**config.mk**
```make
export PLATFORM = sky130hd
export DESIGN_NAME = bnn_feature_streamer_flat
export DESIGN_NICKNAME = d
export VERILOG_FILES = /design/src/rtl/bnn_stream_pkg.sv /design/src/rtl/bnn_feature_streamer_if.sv /design/src/rtl/bnn_settle_timer.sv /design/src/rtl/bnn_feature_streamer.sv /design/src/flat_wrapper.sv
export SDC_FILE = /design/constraint.sdc
export NUM_CORES = 1
export LEC_CHECK = 0
export CAP_MARGIN = 10
export CORE_MARGIN = 2
export CORE_UTILIZATION = 32
export DETAILED_ROUTE_END_ITERATION = 12
export SYNTH_ARGS = -nofsm -noshare
export SYNTH_HDL_FRONTEND = slang
export SYNTH_SLANG_ARGS = --single-unit
```
**constraint.sdc**
```tcl
create_clock -name clk -period 3.74 [get_ports clk]
set_input_delay 0.748 -clock clk [delete_from_list [all_inputs] [get_ports clk]]
set_output_delay 0.748 -clock clk [all_outputs]
set_load 0.005 [all_outputs]
```
**src/rtl/bnn_stream_pkg.sv**
```systemverilog
// Shared state encoding and sizing helpers for the BNN feature streamer.
package bnn_stream_pkg;

    typedef enum logic [1:0] {
        ST_LOAD   = 2'd0,
        ST_SETTLE = 2'd1,
        ST_HOLD   = 2'd2,
        ST_DROP   = 2'd3
    } stream_state_e;

    function automatic int pred_bits(input int class_cnt);
        return (class_cnt > 1) ? $clog2(class_cnt) : 1;
    endfunction

    // Feature index width; a single-feature sample still needs a 1-bit index.
    function automatic int idx_bits(input int feat_cnt);
        return (feat_cnt > 1) ? $clog2(feat_cnt) : 1;
    endfunction

endpackage

```
**src/rtl/bnn_feature_streamer_if.sv**
```systemverilog
// Feature stream, classifier bus and result stream of the BNN feature streamer.
// BNN_STREAMER_STATS_EN adds the sample_cnt/err_cnt statistics outputs.
interface bnn_feature_streamer_if #(
    parameter int FEAT_CNT  = 12,
    parameter int FEAT_BITS = 4,
    parameter int CLASS_CNT = 6
);
    import bnn_stream_pkg::*;

    localparam int PRED_BITS = pred_bits(CLASS_CNT);

    logic                          s_valid;
    logic                          s_ready;
    logic [FEAT_BITS-1:0]          s_data;
    logic                          s_last;
    logic [FEAT_CNT*FEAT_BITS-1:0] feat_bus;
    logic [PRED_BITS-1:0]          pred_in;
    logic                          m_valid;
    logic                          m_ready;
    logic [PRED_BITS-1:0]          m_pred;
    logic                          frame_err;
`ifdef BNN_STREAMER_STATS_EN
    logic [31:0]                   sample_cnt;
    logic [15:0]                   err_cnt;

    modport slave (
        input  s_valid, s_data, s_last, pred_in, m_ready,
        output s_ready, feat_bus, m_valid, m_pred, frame_err, sample_cnt, err_cnt
    );

    modport master (
        output s_valid, s_data, s_last, pred_in, m_ready,
        input  s_ready, feat_bus, m_valid, m_pred, frame_err, sample_cnt, err_cnt
    );
`else
    modport slave (
        input  s_valid, s_data, s_last, pred_in, m_ready,
        output s_ready, feat_bus, m_valid, m_pred, frame_err
    );

    modport master (
        output s_valid, s_data, s_last, pred_in, m_ready,
        input  s_ready, feat_bus, m_valid, m_pred, frame_err
    );
`endif

endinterface

```
**src/rtl/bnn_settle_timer.sv**
```systemverilog
// Loadable down-counter that flags when the classifier settle window has elapsed.
module bnn_settle_timer #(
    parameter int CNT_W = 2
) (
    input  logic             clk,
    input  logic             rst_n,
    input  logic             i_load,
    input  logic [CNT_W-1:0] i_load_val,
    input  logic             i_en,
    output logic             o_done
);

    logic [CNT_W-1:0] r_cnt;

    always_ff @(posedge clk or negedge rst_n) begin
        if (!rst_n) begin
            r_cnt <= '0;
        end else if (i_load) begin
            r_cnt <= i_load_val;
        end else if (i_en && (r_cnt != '0)) begin
            r_cnt <= r_cnt - 1'b1;
        end
    end

    assign o_done = (r_cnt == '0);

endmodule

```
**src/rtl/bnn_feature_streamer.sv**
```systemverilog
// Serial-to-parallel feature loader and prediction capture for combinational BNN classifiers.
// BNN_STREAMER_STATS_EN enables the handshake and framing-error counters.
module bnn_feature_streamer #(
    parameter int FEAT_CNT      = 12,
    parameter int FEAT_BITS     = 4,
    parameter int CLASS_CNT     = 6,
    parameter int SETTLE_CYCLES = 2
) (
    input  logic                 clk,
    input  logic                 rst_n,
    bnn_feature_streamer_if.slave bus
);
    import bnn_stream_pkg::*;

    localparam int PRED_BITS = pred_bits(CLASS_CNT);
    localparam int IDX_BITS  = idx_bits(FEAT_CNT);
    localparam int CNT_W     = $clog2(SETTLE_CYCLES + 1);
    localparam logic [IDX_BITS-1:0] LAST_IDX    = IDX_BITS'(FEAT_CNT - 1);
    localparam logic [CNT_W-1:0]    SETTLE_LOAD = CNT_W'(SETTLE_CYCLES - 1);

    stream_state_e                 r_state;
    logic [IDX_BITS-1:0]           r_idx;
    logic [FEAT_CNT*FEAT_BITS-1:0] r_feat_bus;
    logic                          r_s_ready;
    logic                          r_m_valid;
    logic [PRED_BITS-1:0]          r_m_pred;
    logic                          r_frame_err;

    logic w_accept;
    logic w_at_last;
    logic w_load_beat;
    logic w_frame_err;
    logic w_handshake;
    logic w_timer_load;
    logic w_timer_en;
    logic w_timer_done;

    assign w_accept     = bus.s_valid & r_s_ready;
    assign w_at_last    = (r_idx == LAST_IDX);
    assign w_load_beat  = (r_state == ST_LOAD) & w_accept;
    // Framing is wrong when s_last disagrees with the final slot position.
    assign w_frame_err  = w_load_beat & (w_at_last ^ bus.s_last);
    assign w_handshake  = r_m_valid & bus.m_ready;
    assign w_timer_load = w_load_beat & w_at_last & bus.s_last;
    assign w_timer_en   = (r_state == ST_SETTLE);

    bnn_settle_timer #(
        .CNT_W(CNT_W)
    ) u_settle_timer (
        .clk        (clk),
        .rst_n      (rst_n),
        .i_load     (w_timer_load),
        .i_load_val (SETTLE_LOAD),
        .i_en       (w_timer_en),
        .o_done     (w_timer_done)
    );

    always_ff @(posedge clk or negedge rst_n) begin
        if (!rst_n) begin
            r_state     <= ST_LOAD;
            r_idx       <= '0;
            r_feat_bus  <= '0;
            r_s_ready   <= 1'b1;
            r_m_valid   <= 1'b0;
            r_m_pred    <= '0;
            r_frame_err <= 1'b0;
        end else begin
            r_frame_err <= w_frame_err;
            case (r_state)
                ST_LOAD: begin
                    if (w_accept) begin
                        for (int i = 0; i < FEAT_CNT; i++) begin
                            if (r_idx == IDX_BITS'(i)) begin
                                r_feat_bus[i*FEAT_BITS +: FEAT_BITS] <= bus.s_data;
                            end
                        end
                        if (!w_at_last) begin
                            r_idx <= bus.s_last ? '0 : r_idx + 1'b1;
                        end else begin
                            r_idx <= '0;
                            if (bus.s_last) begin
                                r_state   <= ST_SETTLE;
                                r_s_ready <= 1'b0;
                            end else begin
                                r_state   <= ST_DROP;
                            end
                        end
                    end
                end
                ST_DROP: begin
                    if (w_accept && bus.s_last) begin
                        r_state <= ST_LOAD;
                    end
                end
                ST_SETTLE: begin
                    if (w_timer_done) begin
                        r_m_pred  <= bus.pred_in;
                        r_m_valid <= 1'b1;
                        r_state   <= ST_HOLD;
                    end
                end
                ST_HOLD: begin
                    if (w_handshake) begin
                        r_m_valid <= 1'b0;
                        r_s_ready <= 1'b1;
                        r_state   <= ST_LOAD;
                    end
                end
                default: begin
                    r_state <= ST_LOAD;
                end
            endcase
        end
    end

    assign bus.s_ready   = r_s_ready;
    assign bus.feat_bus  = r_feat_bus;
    assign bus.m_valid   = r_m_valid;
    assign bus.m_pred    = r_m_pred;
    assign bus.frame_err = r_frame_err;

`ifdef BNN_STREAMER_STATS_EN
    logic [31:0] r_sample_cnt;
    logic [15:0] r_err_cnt;

    always_ff @(posedge clk or negedge rst_n) begin
        if (!rst_n) begin
            r_sample_cnt <= '0;
            r_err_cnt    <= '0;
        end else begin
            if (w_handshake) begin
                r_sample_cnt <= r_sample_cnt + 32'd1;
            end
            if (w_frame_err) begin
                r_err_cnt <= r_err_cnt + 16'd1;
            end
        end
    end

    assign bus.sample_cnt = r_sample_cnt;
    assign bus.err_cnt    = r_err_cnt;
`endif

endmodule
```
**src/flat_wrapper.sv**
```systemverilog
// flat-port wrapper written by rule: the top's interface ports become plain ports
module bnn_feature_streamer_flat import bnn_stream_pkg::*;
#(
    parameter int FEAT_CNT      = 12,
    parameter int FEAT_BITS     = 4,
    parameter int CLASS_CNT     = 6,
    parameter int SETTLE_CYCLES = 2
)
  (clk, rst_n, bus_s_valid, bus_s_data, bus_s_last, bus_pred_in, bus_m_ready, bus_s_ready, bus_feat_bus, bus_m_valid, bus_m_pred, bus_frame_err);
  bnn_feature_streamer_if #(.FEAT_CNT(FEAT_CNT), .FEAT_BITS(FEAT_BITS), .CLASS_CNT(CLASS_CNT)) bus_i ();
  input  logic clk;
  input  logic rst_n;
  input wire logic [$bits(bus_i.s_valid)-1:0] bus_s_valid;
  input wire logic [$bits(bus_i.s_data)-1:0] bus_s_data;
  input wire logic [$bits(bus_i.s_last)-1:0] bus_s_last;
  input wire logic [$bits(bus_i.pred_in)-1:0] bus_pred_in;
  input wire logic [$bits(bus_i.m_ready)-1:0] bus_m_ready;
  output wire logic [$bits(bus_i.s_ready)-1:0] bus_s_ready;
  output wire logic [$bits(bus_i.feat_bus)-1:0] bus_feat_bus;
  output wire logic [$bits(bus_i.m_valid)-1:0] bus_m_valid;
  output wire logic [$bits(bus_i.m_pred)-1:0] bus_m_pred;
  output wire logic [$bits(bus_i.frame_err)-1:0] bus_frame_err;
  assign bus_i.s_valid = bus_s_valid;
  assign bus_i.s_data = bus_s_data;
  assign bus_i.s_last = bus_s_last;
  assign bus_i.pred_in = bus_pred_in;
  assign bus_i.m_ready = bus_m_ready;
  assign bus_s_ready = bus_i.s_ready;
  assign bus_feat_bus = bus_i.feat_bus;
  assign bus_m_valid = bus_i.m_valid;
  assign bus_m_pred = bus_i.m_pred;
  assign bus_frame_err = bus_i.frame_err;
  bnn_feature_streamer #(.FEAT_CNT(FEAT_CNT), .FEAT_BITS(FEAT_BITS), .CLASS_CNT(CLASS_CNT), .SETTLE_CYCLES(SETTLE_CYCLES)) u_core (.clk(clk), .rst_n(rst_n), .bus(bus_i));
endmodule
```
== Word-level counts from Yosys, hierarchy flattened ==
Index checks and enable logic that the tools add are counted.
Word-level totals
  register bits: 62
  word-level logic and storage cells: 93
  input bits: 12
Operators by class
  bitwise gates (word level): 7
  add/sub/neg operators: 2
  equality and inequality tests: 20
  reduce and logical (&&, ||, !) cells: 26
  mux-type cells: 19
Operators by type and width (number)
  3-bit AND reduction: 13
  4-bit by 3-bit equality test with 1-bit output (second input constant): 4
  4-bit equality test (second input constant): 4
  2-bit 2-to-1 mux: 8
  2-bit by 1-bit inequality test with 1-bit output (second input constant): 5
  5-bit AND reduction: 2
  4-bit by 2-bit equality test with 1-bit output (second input constant): 2
  4-bit 2-to-1 mux: 2
  2-bit case mux with 4 select lines: 1
  2-bit nonzero test: 4
  1-bit bitwise AND: 6
  1-bit 2-to-1 mux: 6
  4-bit by 1-bit adder with 4-bit output (second input constant): 1
  2-bit equality test (second input constant): 2
  4-bit by 1-bit equality test with 1-bit output (second input constant): 1
  2-bit zero test: 2
  4-bit zero test: 1
  1-bit case mux with 2 select lines: 2
  2-bit AND reduction: 2
  2-bit by 1-bit equality test with 1-bit output (second input constant): 1
  1-bit logical AND: 2
  2-bit inequality test (second input constant): 1
  2-bit by 1-bit subtractor with 2-bit output (second input constant): 1
  1-bit XOR: 1

== Longest topological paths before layout ==
Gate-level depths: netlist of the first run.
  depth in word-level cells: 5
  gate-level depth with buffers: 6
  depth with buffers taken out: 6

== Hierarchy ==
From an unflattened synthesis of the first run, not the netlist that was laid out.
Second synthesis, totals
  cells, all modules: 198
  area total of the unflattened synthesis: 2765.2 µm²
By module, submodules not included
  bnn_feature_streamer: area an instance 2632.5 µm², cells an instance 185, seq. area each 1502.7 µm², times used 1
  bnn_settle_timer: area an instance 132.6 µm², cells an instance 13, seq. area each 50.0 µm², times used 1

== Least setup slack after synthesis of the first run ==
No wires, ideal clock.
  path type: input-to-reg
  from: input bus_s_valid
  to: register u_core.r_state[0]
  slack: 1931 ps
  arrival time: 1682 ps
  cell stages on the path: 4
  cell sequence: nand2_1 > a222oi_1 > nand3_1 > mux2_1
On the way
  longest elaborated chain between the ends: 4
  elaborated cells on any way between the ends: 5
  those cells by class: 2 x eq/ne; 1 x bitwise; 2 x reduce/logical
Ends and longest elaborated chain
  start: declaration: line flat_wrapper.sv:13  | input wire logic [$bits(bus_i.s_valid)-1:0] bus_s_valid;
  1-bit bitwise AND *: line bnn_feature_streamer.sv:38  | assign w_accept = bus.s_valid & r_s_ready;
  1-bit logical AND: line bnn_feature_streamer.sv:91  | if (w_accept && bus.s_last) begin
  2-bit by 1-bit inequality test with 1-bit output (no line)
  5-bit AND reduction (no line) *
  end signal: assignment: line bnn_feature_streamer.sv:92  | r_state <= ST_LOAD;
  end signal: assignment: line bnn_feature_streamer.sv:99  | r_state <= ST_HOLD;
  end signal: assignment: line bnn_feature_streamer.sv:106  | r_state <= ST_LOAD;
  end: declaration: line bnn_feature_streamer.sv:21  | stream_state_e r_state;
Mark *: on every way between the ends. The rest lies on a longest branch, timed or not.
A chain may end at the register's enable or synchronous reset.

== Worst setup path in the final report of the first run ==
  from: input bus_s_valid
  to: register u_core.r_feat_bus[5] (netlist: u_core.bus.feat_bus[5])
On the way
  longest elaborated chain between the ends: 2
Ends and longest elaborated chain
  1-bit bitwise AND: line bnn_feature_streamer.sv:38
  3-bit AND reduction (no line)
  end signal: indexed assignment: line bnn_feature_streamer.sv:74  | r_feat_bus[i*FEAT_BITS +: FEAT_BITS] <= bus.s_data;
  end: declaration: line bnn_feature_streamer.sv:23  | logic [FEAT_CNT*FEAT_BITS-1:0] r_feat_bus;
No other way between the ends.

==> results of run 1 <==
-- metal layers --
layer  global-route usage, %  vias up
met1                    17.8      855
li1                        -      834
met4                    4.64        0
met2                    20.1       41
met5                       0        -
met3                    4.43       10
-- worst paths after layout --
check                                                           end  cells past startpoint                           startpoint
worst min-delay path            u_core.bus.feat_bus[16]$_DFFE_PN0P_                      1  u_core.bus.feat_bus[16]$_DFFE_PN0P_
worst max-delay path             u_core.bus.feat_bus[5]$_DFFE_PN0P_                      5                          bus_s_valid
worst min register to register  u_core.bus.feat_bus[16]$_DFFE_PN0P_                      1  u_core.bus.feat_bus[16]$_DFFE_PN0P_
worst max register to register   u_core.bus.feat_bus[5]$_DFFE_PN0P_                      6        u_core.r_state[0]$_DFFE_PN0P_
min in group asynchronous       u_core.bus.feat_bus[46]$_DFFE_PN0P_                      2                                rst_n
max in group asynchronous       u_core.bus.feat_bus[24]$_DFFE_PN0P_                      2                                rst_n
-- sequential cells by signal, indices dropped and copies added (netlist names) --
signal	count
u_core.bus.s_ready	1
u_core.u_settle_timer.r_cnt	2
u_core.r_state	2
u_core.r_idx	4
u_core.bus.m_valid	1
u_core.bus.feat_bus	48
u_core.bus.frame_err	1
u_core.bus.m_pred	3
-- cell usage in the layout, fill, tap and decap left out, types with 2 or more instances in the layout --
| master | count |
|---|---|
| and2_0 | 3 |
| clkbuf_8 | 12 |
| clkdlybuf4s50_1 | 64 |
| dfrtp_1 | 61 |
| ha_1 | 10 |
| inv_1 | 6 |
| mux2_2 | 51 |
| nand2_1 | 17 |
| nand2b_1 | 3 |
| nand3_1 | 8 |
| nor2_1 | 5 |
| nor3_1 | 2 |
| nor3b_2 | 2 |
| o21ai_0 | 7 |
| xnor2_1 | 2 |
-- worst max-delay path, cell delays in order --
cell and delay [ns]:
clkdlybuf4s50_1 0.57, nand3_1 0.17, nor3_1 0.27, and2_0 0.33, mux2_2 0.37
-- cell usage after synthesis (2+ instances only) --
master	instances	area, um2
dfrtp_1	61	1530
mux2_2	51	574
nand2_1	17	63.8
ha_1	10	125
nand3_1	8	40.0
o21ai_0	7	35.0
clkbuf_1	6	22.5
inv_1	6	22.5
nor2_1	5	18.8
and2_0	3	18.8
nand2b_1	3	18.8
buf_2	2	10.0
nor3_1	2	10.0
nor3b_2	2	25.0
xnor2_1	2	17.5
-- power by group through the flow --
stage	Combinational [mW]	Sequential, mW	Clock (mW)
finish	0.595	0.901	0.596
global route	0.674	0.924	0.641
CTS	0.604	0.905	0.613
detailed placement	0.601	0.918	0
global placement	0.593	0.915	0
floorplan	0.326	0.897	0
-- cell type report --
type                    count  area share (%)
clock buffers              12            4.56
clock inverters             1           0.829
inverters                   6           0.622
multi-input cells         125            29.5
flip-flops and latches     62            42.9
well taps                 105            3.63
repair buffers             66            18.0
-- logic make-up after synthesis --
logic type,after synthesis
multiplexers,53
adder cells (fa/ha/maj),10
XOR/XNOR,2
flip-flops,62
AO/OA/AOI/OAI,11
buffers and inverters,15
AND/OR/NAND/NOR,49
==> impl_metrics.toml, run 1 <==
[status]
outcome = "finished, final reports clean"

[critical_path]
cp-start-kind = "input pin"
r2r_setup_slack_ns = 1.76
crit_type = "input pin to flop"
required_ns = 3.96
cp-end-kind = "flop"
crit_fanout = 6
crit_arrival_ns = 2.45

[logic_synthesis]
synth_edf_count = 0
synth_area_per_cell_um2 = 13.3
synth.net_count = 224
synth_top_family_by_area = "multiplexers"
synth-async-reset-ratio_pct = 100
synth-compound-area-share_pct = 2.47
synth_xor_area_share_pct = 0.652
ys_seq_elements = 62
synth_ff_type = "dfrtp_1"
synth-adder-area-share_pct = 4.66
syn_area_um2 = 2690
synthMuxAreaShare_pct = 22.2
ys_seq_area_share_pct = 57.8
synthSimpleGateAreaFrac_pct = 9.78
yosys_warnings = 0
ys_types = 32
synthCells = 202

[final_layout]
finalNetCount = 292
multi_input_area_um2 = 1070
nFillCells = 768
post-route-util_pct = 44.3
drive_gt1_share_pct = 25.4
final_cell_area_um2 = 3620
final_cells = 377
area_growth_pct = 34.8
seq_area_um2 = 1550
antenna_cells = 0

[cts]
clk_latency_ns = 0.33
path_clk_slew_ns = 0.06
root_buffer = "clkbuf_8"
cts_hold_buffers = 0
cts_buffer_depth = 2
cts.repair.resized = 0
cts_num_sinks = 62
htreeDepth = 3
postCtsSetupRepairBufs = 0
cts_buffers = 9
cts_tree = "built"

[timing]
max_slew_margin_pct = 47.6
finalCriticalPeriod_ns = 2.24
rsz0062_at_grt = "false"
fin_ws_ns = 1.50
setup_viol = 0
fin_worst_skew_ns = 0.00951
tightest_slew_ns = 0.785
min_period_over_period_pct = 59.8
fin_tns_setup_ns = 0
max_freq_mhz = 447
hold_viol_final = 0
drv_slew = 0
holdWs_ns = 0.504

[drt]
wl_met3_um = 294
drtIter0Drc = 57
vias = 1740
via_per_inst = 4.62
wl_met2_um = 2570
drt_wl_total_um = 5540
wl_per_cell_um = 14.7
route.detailed.drc = 0
dr.max_layer_used = "met4"
ant_nets = 0
met1Wirelength_um = 2590
first_pass_iters = 4

[placed_design]
place_area_um2 = 3430
port_buffers = 65
dp_cells = 364
finalWeightedCongestion = 0.784
pre_cts_slack_ns = 1.14
dp_hpwl_um = 3860

[hold_path]
hp-class = "flop to flop"

[power_and_ir_drop]
p_leak_nw = 1.66
p_total_mw = 2.09
combPwrFrac_pct = 28.4
seq_power_share_pct = 43.1
swShare_pct = 27.6
irDropWorstVdd_mv = 0.305
power.switching_mw = 0.577
p_int_mw = 1.51
power_density_nw_per_um2 = 578
p_clk_share_pct = 28.5

[floorplan]
start_util_pct = 32.9
core_area_um2 = 8180
die_area_um2 = 9140
num_io_pins = 66
die_y_um = 95.6
std_cell_rows = 33
fp.dieW_um = 95.6

[global_route]
antenna_found_initial = 0
grt_use_total_pct = 13.3
grt-ovfl-total = 0
grt_max_degree = 63
grt_pass1_wl_um = 9140
grt_pass1_vias = 1762

[job]
max_cap_viol_count = 0
(Power assumes the default switching activity.)
==> run 2, diff against run 1 <==
clock period = 1.85 ns   (was 3.74 ns; I/O delays follow)
==> run 2 against run 1 <==
Die area did not move. Via count is 5.9% higher. First-iteration DRC count grew 12%. Setup slack lost 1.4 ns. Clock power up 100%. Worst hold slack got worse by 0.47 ns. Global-route usage grew 0.93 points. Routed wire length rose by 5.0%. Clock-buffer cell count is 1 higher. Sequential share of layout area down 2.5 points. Critical endpoint is now u_core.bus.feat_bus[19]$_DFFE_PN0P_. Largest power group unchanged.
==> impl_metrics.toml, run 2 (synthesis results as in run 1) <==
[final_layout]
post-route-util_pct = 47.1
final_cell_area_um2 = 3850
drive_gt1_share_pct = 33.7
finalNetCount = 314
antenna_cells = 0
area_growth_pct = 43.4
final_common_cell = "clkdlybuf4s50_1"
mostFrequentLayoutCells = "clkdlybuf4s50_1, dfrtp_1, mux2_2"
largest_reg_flops = 48

[floorplan]
die_y_um = 95.6
num_io_pins = 66
std_cell_rows = 33
die_area_um2 = 9140
core_area_um2 = 8180
fp.dieW_um = 95.6
start_util_pct = 32.9

[status]
outcome = "finished, final reports clean"

[hold_path]
hp-class = "input pin to async pin"

[critical_path]
cp-end-kind = "flop"
required_ns = 2.07
crit_arrival_ns = 1.97
reg2reg_to = "u_core.bus.feat_bus[19]$_DFFE_PN0P_"
crit_fanout = 4
crit_type = "flop to flop"
regToRegStartpoint = "u_core.r_state[1]$_DFFE_PN0P_"
reg2reg_depth = 7
cp-start-kind = "flop"
r2r_setup_slack_ns = 0.1

[power_and_ir_drop]
irDropWorstVdd_mv = 0.730
power_density_nw_per_um2 = 1170
combPwrFrac_pct = 33.6
p_clk_share_pct = 26.6
seq_power_share_pct = 39.7
p_total_mw = 4.49
power.switching_mw = 1.25
p_leak_nw = 1.80
swShare_pct = 27.8
p_int_mw = 3.24

[timing]
drv_slew = 0
fin_worst_skew_ns = 0.00720
tightest_slew_ns = 0.585
min_period_over_period_pct = 94.6
hold_viol_final = 0
finalCriticalPeriod_ns = 1.75
setup_viol = 0
max_freq_mhz = 571
fin_ws_ns = 0.0993
max_slew_margin_pct = 61.0
rsz0062_at_grt = "true"

[cts]
cts_num_sinks = 62
cts_buffer_depth = 2
root_buffer = "clkbuf_8"
cts_hold_buffers = 0
cts_buffers = 9
path_clk_slew_ns = 0.07
clk_latency_ns = 0.34
htreeDepth = 3
cts_tree = "built"

[placed_design]
pre_cts_slack_ns = -0.246
finalWeightedCongestion = 0.808
port_buffers = 65
place_area_um2 = 3610
dp_hpwl_um = 4280

[drt]
first_pass_iters = 4
wl_per_cell_um = 14.5
vias = 1842
route.detailed.drc = 0
drtIter0Drc = 64
drt_wl_total_um = 5820
ant_nets = 0
via_per_inst = 4.58

[job]
max_cap_viol_count = 0

[global_route]
grt-ovfl-total = 0
antenna_found_initial = 0
grt_pass1_wl_um = 9640
grt_max_degree = 28
grt_pass1_vias = 1850
grt_use_total_pct = 14.2
## run 2: layout make-up
| cell class | count | area [um2] |
|---|---|---|
| Clock buffer | 13 | 159 |
| Fill cell | 764 | 4320 |
| Multi-Input combinational cell | 125 | 1100 |
| Sequential cell | 62 | 1550 |
| Tap cell | 105 | 131 |
| Inverter | 6 | 22.5 |
| Timing Repair Buffer | 88 | 842 |
| Clock inverter | 3 | 42.5 |
## run 2: how the worst max path moves through the flow
| stage | startpoint | to | slack, ns | cells past startpoint |
|---|---|---|---|---|
| 2_1_floorplan | u_core.bus.s_ready$_DFFE_PN1P_ | u_core.r_state[0]$_DFFE_PN0P_ | 0.11 | 5 |
| 3_3_place_gp | bus_s_valid | u_core.bus.feat_bus[4]$_DFFE_PN0P_ | -0.21 | 5 |
| 3_5_place_dp | bus_s_valid | u_core.bus.feat_bus[4]$_DFFE_PN0P_ | -0.25 | 5 |
| 5_1_grt | u_core.r_state[1]$_DFFE_PN0P_ | u_core.bus.feat_bus[19]$_DFFE_PN0P_ | -0.05 | 7 |
| 4_1_cts | u_core.r_state[0]$_DFFE_PN0P_ | u_core.bus.feat_bus[9]$_DFFE_PN0P_ | 0.02 | 6 |
| 6_report | u_core.r_state[1]$_DFFE_PN0P_ | u_core.bus.feat_bus[19]$_DFFE_PN0P_ | 0.1 | 7 |
## run 2: worst max-delay path: stages, from the launching register on
cell and delay, ns:
dfrtp_1 0.39, inv_1 0.09, ha_2 0.20, nand3_2 0.09, buf_4 0.16, nor3b_4 0.27
nand2_2 0.14, mux2_2 0.29
## run 2: through the flow
stage	std cells	hold slack, ns	TNS [ns]
global placement	385	0.411	-6.74
CTS	402	0.0400	0
detailed placement	385	0.411	-7.59
finish	402	0.0297	0
floorplan	202	0.0744	0
global route	402	0.0727	-0.182
## run 2: power by group through the flow
stage                     Clock (mW)  Combinational [mW]  Sequential (mW)
after detailed placement           0                1.49             1.82
final                           1.20                1.51             1.79
after global routing            1.31                1.69             1.83
after global placement             0                1.46             1.82
after CTS                       1.24                1.51             1.79
after floorplan                    0               0.660             1.81
## run 2: what timing repair did
action | in CTS | in global routing
pin swaps | 0 | 4
resized for setup | 2 | 11
setup buffers | 1 | 0
setup endpoints to repair | 2 | 29
## run 2: layer usage
layer / global-route usage (%) / share of wire, % / vias up
met5: 0 / 0 / -
met4: 3.93 / 0.95 / 0
met3: 6.01 / 6.6 / 9
met2: 21.7 / 48 / 44
met1: 18.5 / 45 / 909
li1: - / - / 880
==> run 3, diff against run 2 <==
CELL_PAD_IN_SITES_DETAIL_PLACEMENT = 1   (was unset)
CELL_PAD_IN_SITES_GLOBAL_PLACEMENT = 2   (was unset)
CORE_UTILIZATION = 29   (was 32)
PLACE_DENSITY_LB_ADDON = 0.1   (was unset)
==> run 3 against run 2 <==
Worst hold slack gained 0.0089 ns. Flip-flop and latch count is the same. The flow now finishes with violations (negative setup slack). Largest power group unchanged. Routed wire length up 11%. Clock power shrank 12%. Setup slack lost 0.12 ns. Register-to-register slack got worse by 0.12 ns. First-iteration DRC count fell by 44%. Total power shrank 2.0%. Global-route usage shrank 0.69 points.
==> impl_metrics.toml, run 3 (synthesis results as in run 1) <==
[cts]
htreeDepth = 3
cts_num_sinks = 62
cts_buffer_depth = 2
path_clk_slew_ns = 0.07
clk_latency_ns = 0.33
cts_tree = "built"
root_buffer = "clkbuf_8"
cts_hold_buffers = 0
cts_buffers = 9

[power_and_ir_drop]
swShare_pct = 29.5
power.switching_mw = 1.30
combPwrFrac_pct = 35.2
irDropWorstVdd_mv = 0.635
p_clk_share_pct = 23.9
p_total_mw = 4.40
power_density_nw_per_um2 = 1140
p_int_mw = 3.11
p_leak_nw = 1.79
seq_power_share_pct = 40.9

[floorplan]
std_cell_rows = 35
die_area_um2 = 10000
die_y_um = 100
start_util_pct = 29.5
core_area_um2 = 9110
num_io_pins = 66
fp.dieW_um = 100

[timing]
rsz0062_at_grt = "true"
max_freq_mhz = 535
min_period_over_period_pct = 101
setup_viol = 1
fin_tns_setup_ns = -0.0203
finalCriticalPeriod_ns = 1.87
drv_slew = 0
hold_viol_final = 0
holdWs_ns = 0.0387
tightest_slew_ns = 0.442
max_slew_margin_pct = 70.5
fin_worst_skew_ns = 0.00580
fin_ws_ns = -0.0203

[drt]
drt_wl_total_um = 6470
route.detailed.drc = 0
via_per_inst = 4.61
ant_nets = 0
wl_per_cell_um = 15.8
first_pass_iters = 4
drtIter0Drc = 36
vias = 1887

[hold_path]
hp-class = "input pin to async pin"

[status]
violations = "negative setup slack"
outcome = "finished, violations left"

[critical_path]
crit_start = "u_core.r_state[0]$_DFFE_PN0P_"
reg2reg_to = "u_core.r_state[0]$_DFFE_PN0P_"
required_ns = 2.06
r2r_setup_slack_ns = -0.02
regToRegStartpoint = "u_core.r_state[0]$_DFFE_PN0P_"
reg2reg_depth = 6
timing.critical_path.to = "u_core.r_state[0]$_DFFE_PN0P_"
cp-start-kind = "flop"
crit_type = "flop to flop"
cp-end-kind = "flop"
crit_fanout = 2
crit_arrival_ns = 2.08

[final_layout]
antenna_cells = 0
drive_gt1_share_pct = 34.9
area_growth_pct = 43.3
finalNetCount = 316
largest_reg_flops = 48
final_cells = 409
post-route-util_pct = 42.3
mostFrequentLayoutCells = "clkdlybuf4s50_1, dfrtp_1, mux2_2"
nFillCells = 990
final_common_cell = "clkdlybuf4s50_1"

[global_route]
grt_max_degree = 63
grt_pass1_vias = 1958
grt-ovfl-total = 0
antenna_found_initial = 0
grt_use_total_pct = 13.5
grt_pass1_wl_um = 10300

[job]
max_cap_viol_count = 0

[placed_design]
dp_cells = 392
dp_hpwl_um = 4580
finalWeightedCongestion = 0.782
port_buffers = 65
run 3: cell types whose count changed in the layout (fill, tap and decap cells not counted), moves of 2 or more:
| cell | change |
|---|---|
| clkinv_2 | +2 |
| clkbuf_1 | -2 |
| buf_4 | +3 |
| ha_2 | -2 |
run 3: power groups by stage:
stage | Combinational (mW) | Clock, mW | Sequential, mW
5_1_grt | 1.71 | 1.16 | 1.84
3_3_place_gp | 1.45 | 0 | 1.82
4_1_cts | 1.50 | 1.10 | 1.80
6_report | 1.55 | 1.05 | 1.80
2_1_floorplan | 0.660 | 0 | 1.81
3_5_place_dp | 1.48 | 0 | 1.83
run 3: worst min path at each step:
stage | slack, ns | depth (start not counted) | endpoint | startpoint
final | 0.04 | 2 | u_core.bus.feat_bus[5]$_DFFE_PN0P_ | rst_n
after global routing | 0.05 | 2 | u_core.bus.feat_bus[40]$_DFFE_PN0P_ | rst_n
after CTS | 0.05 | 2 | u_core.bus.feat_bus[4]$_DFFE_PN0P_ | rst_n
after floorplan | 0.07 | 0 | u_core.bus.feat_bus[0]$_DFFE_PN0P_ | rst_n
after global placement | 0.41 | 2 | u_core.bus.feat_bus[5]$_DFFE_PN0P_ | rst_n
after detailed placement | 0.41 | 2 | u_core.bus.feat_bus[4]$_DFFE_PN0P_ | rst_n
run 3: critical path, cell delays in order, from the launching register on:
cell and delay, ns:
dfrtp_1 0.35, inv_1 0.08, buf_4 0.14, ha_1 0.21, a222oi_1 0.47, nand3_1 0.17
mux2_1 0.34
run 3: cell type report:
class | count | area (um2) | area share (%)
clock buffer | 11 | 151 | 3.93
sequential | 62 | 1550 | 40.3
inverter | 6 | 22.5 | 0.585
tap | 111 | 139 | 3.61
timing repair buffer | 90 | 845 | 21.9
multi-input combinational | 125 | 1120 | 29.0
clock inverter | 4 | 22.5 | 0.585
run 3: what timing repair did:
action,CTS,global route
buffers inserted,1,1
resized for setup,2,14
setup endpoints to repair,5,38
pin swaps,0,3
endpoints found under the hold margin,0,0
run 3: layer usage:
metal,vias to the layer above,track usage (%),wire (um)
met5,-,0,0
li1,877,-,-
met1,964,16.6,2810
met3,10,4.32,237
met4,0,4.53,116
met2,36,22.5,3310
run 3: per-stage QoR:
step / worst slack (ns) / cell area, um2
4_1_cts: 0.0165 / 3800
5_1_grt: -0.122 / 3850
2_1_floorplan: 0.108 / 2690
3_5_place_dp: -0.267 / 3610
6_report: -0.0203 / 3850
3_3_place_gp: -0.236 / 3610
